<file path="config.mk">
export PLATFORM = sky130hd
export DESIGN_NAME = wheel_freq_meter
export DESIGN_NICKNAME = d
export VERILOG_FILES = /design/src/rtl/wheel_freq_meter.sv
export SDC_FILE = /design/constraint.sdc
export NUM_CORES = 1
export LEC_CHECK = 0
export BUFFER_PORTS_ARGS = -buffer_cell sky130_fd_sc_hd__buf_2
export CAP_MARGIN = 40
export CORE_MARGIN = 2
export CORE_UTILIZATION = 50
export CTS_BUF_LIST = sky130_fd_sc_hd__clkbuf_16
export DETAILED_ROUTE_END_ITERATION = 10
export PLACE_DENSITY = 0.71
export SLEW_MARGIN = 20
export SYNTH_ARGS = -nofsm -noshare
export SYNTH_HDL_FRONTEND = slang
export SYNTH_SLANG_ARGS = --single-unit
</file>
<file path="constraint.sdc">
create_clock -name CLK -period 2 [get_ports CLK]
set_input_delay 0.1 -clock CLK [delete_from_list [all_inputs] [get_ports CLK]]
set_output_delay 0.1 -clock CLK [all_outputs]
set_load 0.05 [all_outputs]
</file>
<file path="src/rtl/wheel_freq_meter.sv">
// Counts filtered rising edges of an asynchronous input over a fixed CLK-derived gate window.
// Each closed window publishes FREQ/OVF with a one-cycle VALID strobe and toggles GATE_O.
module wheel_freq_meter #(
    parameter int GATE_CYCLES = 100000000,
    parameter int CNT_W       = 16,
    parameter int FILTER_LEN  = 4
) (
    input  logic             CLK,
    input  logic             RST,
    input  logic             EN,
    input  logic             SIG_IN,
    output logic [CNT_W-1:0] FREQ,
    output logic             VALID,
    output logic             OVF,
    output logic             GATE_O
);

    localparam int GCNT_W = $clog2(GATE_CYCLES);
    localparam int STAB_W = (FILTER_LEN > 1) ? $clog2(FILTER_LEN) : 1;

    localparam logic [GCNT_W-1:0] GCNT_LAST = GCNT_W'(GATE_CYCLES - 1);
    localparam logic [STAB_W-1:0] STAB_LAST = STAB_W'(FILTER_LEN - 1);
    localparam logic [CNT_W-1:0]  CNT_MAX   = '1;

    logic              s1;
    logic              s2;
    logic              filt;
    logic              filt_d;
    logic [STAB_W-1:0] stab;
    logic [GCNT_W-1:0] gcnt;
    logic [CNT_W-1:0]  ev_cnt;
    logic              sat;

    logic              rise;
    logic              terminal;
    logic              at_max;
    logic [CNT_W-1:0]  cnt_next;
    logic              sat_next;

    always_ff @(posedge CLK) begin
        if (RST) begin
            s1 <= 1'b0;
            s2 <= 1'b0;
        end else begin
            s1 <= SIG_IN;
            s2 <= s1;
        end
    end

    // A new level is accepted only after FILTER_LEN consecutive disagreeing samples.
    always_ff @(posedge CLK) begin
        if (RST) begin
            filt   <= 1'b0;
            stab   <= '0;
            filt_d <= 1'b0;
        end else begin
            filt_d <= filt;
            if (s2 == filt) begin
                stab <= '0;
            end else if (stab == STAB_LAST) begin
                filt <= s2;
                stab <= '0;
            end else begin
                stab <= stab + STAB_W'(1);
            end
        end
    end

    always_comb begin
        rise     = filt & ~filt_d;
        terminal = (gcnt == GCNT_LAST);
        at_max   = (ev_cnt == CNT_MAX);
        cnt_next = ev_cnt;
        if (rise && !at_max) begin
            cnt_next = ev_cnt + CNT_W'(1);
        end
        sat_next = sat | (rise & at_max);
    end

    // The terminal cycle publishes cnt_next, so an edge landing there closes with its window.
    always_ff @(posedge CLK) begin
        if (RST) begin
            gcnt   <= '0;
            ev_cnt <= '0;
            sat    <= 1'b0;
            FREQ   <= '0;
            VALID  <= 1'b0;
            OVF    <= 1'b0;
            GATE_O <= 1'b0;
        end else if (!EN) begin
            gcnt   <= '0;
            ev_cnt <= '0;
            sat    <= 1'b0;
            VALID  <= 1'b0;
        end else if (terminal) begin
            gcnt   <= '0;
            ev_cnt <= '0;
            sat    <= 1'b0;
            FREQ   <= cnt_next;
            OVF    <= sat_next;
            VALID  <= 1'b1;
            GATE_O <= ~GATE_O;
        end else begin
            gcnt   <= gcnt + GCNT_W'(1);
            ev_cnt <= cnt_next;
            sat    <= sat_next;
            VALID  <= 1'b0;
        end
    end

endmodule

</file>
* Yosys cells after proc, flatten, opt, wreduce, memory -nomap -nowiden *
Index checks and enable logic that the tools add are counted.

storage, ports and cells
  RAM bits = 0
  bits of input ports = 4
  memories = 0
  register bits after elaboration = 69
  word-level logic and storage cells = 35
  latch bits = 0
  output and inout port bits = 19
  bits in read-only memories = 0

cells by class
  $add $sub $neg = 3
  mux-type cells = 2
  multiply operators = 0
  reductions and logical operators = 7
  shifts and indexed selects = 0
  magnitude comparators = 0
  divide/modulo/power cells = 0
  equality and inequality tests = 4
  bitwise logic cells = 7

operators by type and width
  operator                 number
  $add A27 B1 Y27 const B  1
  $eq A27 B27 Y1 const B   1
  $add A16 B1 Y16 const B  1
  $eq A16 B16 Y1 const B   1
  $mux W16                 1
  $reduce_or A3 Y1         2
  $not A1 Y1               4
  $reduce_and A2 Y1        2
  $add A2 B1 Y2 const B    1
  $and A1 B1 Y1            2
  $eq A2 B2 Y1 const B     1
  $reduce_or A2 Y1         1
  $eq A1 B1 Y1             1
  $logic_and A1 B1 Y1      1
  $logic_not A1 Y1         1
  $mux W1                  1
  $or A1 B1 Y1             1

* Logic depth before layout (Yosys ltp) *
  word-level depth = 4
  depth in mapped cells = 7

* Worst setup path before layout *
OpenSTA, ideal clock, no wires.

  path kind = reg2reg
  start = register gcnt[0]
  end = register FREQ[11]
  data required time = 1.914 ns
  slack = 0.114 ns
  setup time = 0.086 ns
  arrival time = 1.801 ns
  period minus slack after synthesis = 1.886 ns
  cell stages (with the launch flop) = 8
  cells stage by stage = dfxtp_1 > ha_1 > and4_2 > nand2_2 > nor4_4 > buf_4 > nor2_1 > a211oi_1

between the ends
  word-level cells in the longest chain between the ends = 2

RTL lines
  what                         line  text
  start, declared              30    logic [GCNT_W-1:0] gcnt;
  start signal, assigned       104   gcnt <= gcnt + GCNT_W'(1);
  $eq A27 B27 Y1               71    terminal = (gcnt == GCNT_LAST);
  $reduce_and A2 Y1 (no line)  n/a
  end signal, assigned         99    FREQ <= cnt_next;
  end, declared                12    output logic [CNT_W-1:0] FREQ,

No other way between the ends.
A chain may end at the register's enable or synchronous reset.

* Final worst setup path *
  start = register gcnt[2]
  end = register gcnt[23]

between the ends
  word-level cells in the longest chain between the ends = 2
  elaborated cells on any way between the ends = 3

RTL lines
  what
  parallel branches: the longest is 2 deep, another holds $add A27 B1 Y27

Several ways; the timed one is not identified.

==> summary.md <==
| Metric | Value |
|---|---|
| Via count | 2399 |
| Layout net count | 379 |
| Core ar. | 0.005886 mm^2 |
| Worst-margin pin slew | 395.2 ps |
| Die Span Y | between 80 and 90 um |
| Total power | 2.775 mW |
| # DRC | 0 |
| Setup violators final | 0 |
| Clock transition at path regs | 50 ps |
| Vias in the first global route | 2222 |
| Num CTS Buffers | 9 |
| Most common cell in the netlist | dfxtp_1 |
| Critical path's slowest cell | or4_4 |
| Starting DRT DRC Count | 101 |
| DRT Wirelength | 5.910 mm |
| GP Congestion | between 0.8 and 0.9 |
| Yosys top cell by area | dfxtp_1 |
| Worst-case clock buffer depth | 2 |
| GR Util All Layers | roughly 20% |
| Yosys reg bits | 69 |
| Clock Tree Root | clkbuf_16 |
| Crit end category | register |
| Worst hold path type | input pin to register |
| Largest cells by area after synthesis | dfxtp_1 46%, nor2_1 7.7%, xnor2_1 5.2%, xor2_1 4.9%, nand2_1 2.4% |
| Setup TNS | 0 ps |
| Status | finished, final reports clean |
| Ys async rst share | 0% |
| Worst Path Class, Setup | register to register |
| Syn_area_per_cell | 9.079 um^2 |
| Main synth FF type | dfxtp_1 |
| Family with the most delay on the worst path | simple AND/OR/NAND/NOR gates |
| Vias/cell | between 5 and 6 |
| Ranking of synthesized cells by instance count | 69 x dfxtp_1, 62 x nor2_1, 19 x nand2_1 |
| Clk Latency, worst-skew pair | 330 ps |
| Global-route wire length before repair | 9.873 mm |
| Worst clock skew | roughly 5.4 ps |
| Cells after synthesis | between 300 and 400 |
| Placed insts | 434 |
| Crit start category | register |
| Wire length per cell | 13.10 um |
| Mapped Area | 0.003014 mm^2 |
| Synth cell types | 50 |
| Post-route ant nets | 0 |
| Ys Warns | 0 |
| Fmax | 531.7 MHz |
| Total I/O pin count | 23 |
| Drt first pass iters | 4 |
| Max cap viols | 0 |
| Sequential share of the synthesized area | 45.83% |
| Tmin final | approximately 1900 ps |
| CTS Sinks | 69 |
| Leak | 1.289 nW |
| CTS tree | done |
| Placement-stage cell area | 0.003307 mm^2 |
| Area fraction of the dominant cell type after synthesis | 45.83% |
| PwrDens | 774.7 mW/mm^2 |
| Finished Cell Area | 0.003582 mm^2 |
| Crit-path cells | nand3_2 > or4_4 > nor4_1 > xnor2_1 > nor2_2 |
| Worst EP required | 2220 ps |
| Fin. max-slew vios | 0 |
| HPWL Detailed | between 4 and 5 mm |
| Largest net degree at the start of global routing | 20 |
| Die area | around 0.0067 mm^2 |
| Htree depth | 3 |
| Layout cells sized above 1 | 17.29% |
| Final std cells w/o fill | 451 |
| Site Rows | 28 |
| Final Hold Fails | 0 |
| Diodes inserted | 0 |
| Final period util | 94.03% |
| Worst Path Buf+Inv | 0 |
| RSZ-0062 raised after global routing | no |
| Crit path max fanout | 8 |
| Worst IR Drop VDD | roughly 0.47 mV |
| Crit path arrival time | 2100 ps |
| Starting Density | 51.21% |
| EDFF count, synth | 0 |
| Initial antenna violation count | 0 |
| Syn Nets | 339 |
| Slew Limit Headroom | 73.32% |
| Slowest stage delay, CP | 610 ps |
| Port Buf Inserts | 22 |
| Die Wd | 81.64 um |
| P&R area growth vs syn | 18.85% |
| Remaining Overflow, GRT | 0 |
[cells by family (layout without fill, tap and decap cells)]
kind of cell               count (synthesis)  count (layout)  share of synthesized area, %
DFF                                       69              69                         45.83
and+or+nand+nor                          170             170                         30.72
xor gates and xnor gates                  35              35                         10.17
adders and majority gates                  3               3                         1.245
muxes                                      5               5                         1.661
buffers and inverters                     18              62                         3.155
AOI/OAI and AO/OA                         32              32                         7.223
[power breakdown]
group	internal [mW]	switching (mW)
clock network	0.805	0.535
registers	1.38	0.00276
logic	0.0208	0.0309
total	2.21	0.568
[sequential cells by signal, summed over array words and instances (netlist names)]
name,count
GATE_O,1
OVF,1
s2,1
s1,1
FREQ,16
ev_cnt,16
filt,1
filt_d,1
sat,1
gcnt,27
stab,2
VALID,1
[cells in the final DEF (no fill, tap or decap), types with 4 or more instances in the layout]
master / instances
nor4_1: 5
and3_1: 11
buf_4: 14
clkbuf_16: 9
xor2_1: 17
xnor2_1: 18
mux2i_1: 5
nand2b_1: 5
nor2b_1: 6
inv_1: 9
o21ai_0: 6
dfxtp_1: 69
nand2_1: 19
nand3_1: 13
nor3_1: 9
nand4_1: 10
nor2_1: 62
a211oi_1: 9
buf_2: 22
a21oi_1: 4
[through the flow]
stage               setup WS (ps)  util (%)  hold slack (ps)
floorplan                   113.8         -            228.2
global placement            107.7     56.19            331.3
global route                8.585     60.86            155.1
CTS                         54.83     60.59            127.7
finish                      119.4     60.86            138.4
detailed placement          60.49     56.19            320.2
[metal layers]
| metal | routed length, um | part of all wire [%] | global-route usage [%] | vias up |
|---|---|---|---|---|
| met2 | 2660 | 45 | 31.15 | 46 |
| li1 | - | - | - | 1244 |
| met4 | 142 | 2.4 | 11.00 | 0 |
| met3 | 258 | 4.4 | 5.604 | 16 |
| met1 | 2849 | 48 | 24.30 | 1093 |
| met5 | 0 | 0 | 0 | - |
[path summary, 6_finish.rpt]
kind | from | endpoint | slack [ps] | depth (start not counted)
worst min register to register | stab[0] | stab[0] | 420 | 1
worst max-delay path | gcnt[2] | gcnt[23] | 120 | 5
worst max register to register | gcnt[2] | gcnt[23] | 120 | 5
worst min-delay path | RST | FREQ[2] | 140 | 2
[cell type report]
type	count	area, um^2
Fill cell	511	2303
Multi-Input combinational cell	245	1546
Sequential cell	69	1381
Timing Repair Buffer	40	285.3
Clock buffer	9	225.2
Tap cell	75	93.84
Inverter	7	26.28
Clock inverter	6	23.77
[timing repair]
item | CTS | global route
hold buffers | 1 | 0
resized for setup | 0 | 2
endpoints found under the setup margin | 0 | 31
setup buffers | 0 | 1
endpoints found under the hold margin | 1 | 0
Note: power is estimated with default switching activity, not from simulation.
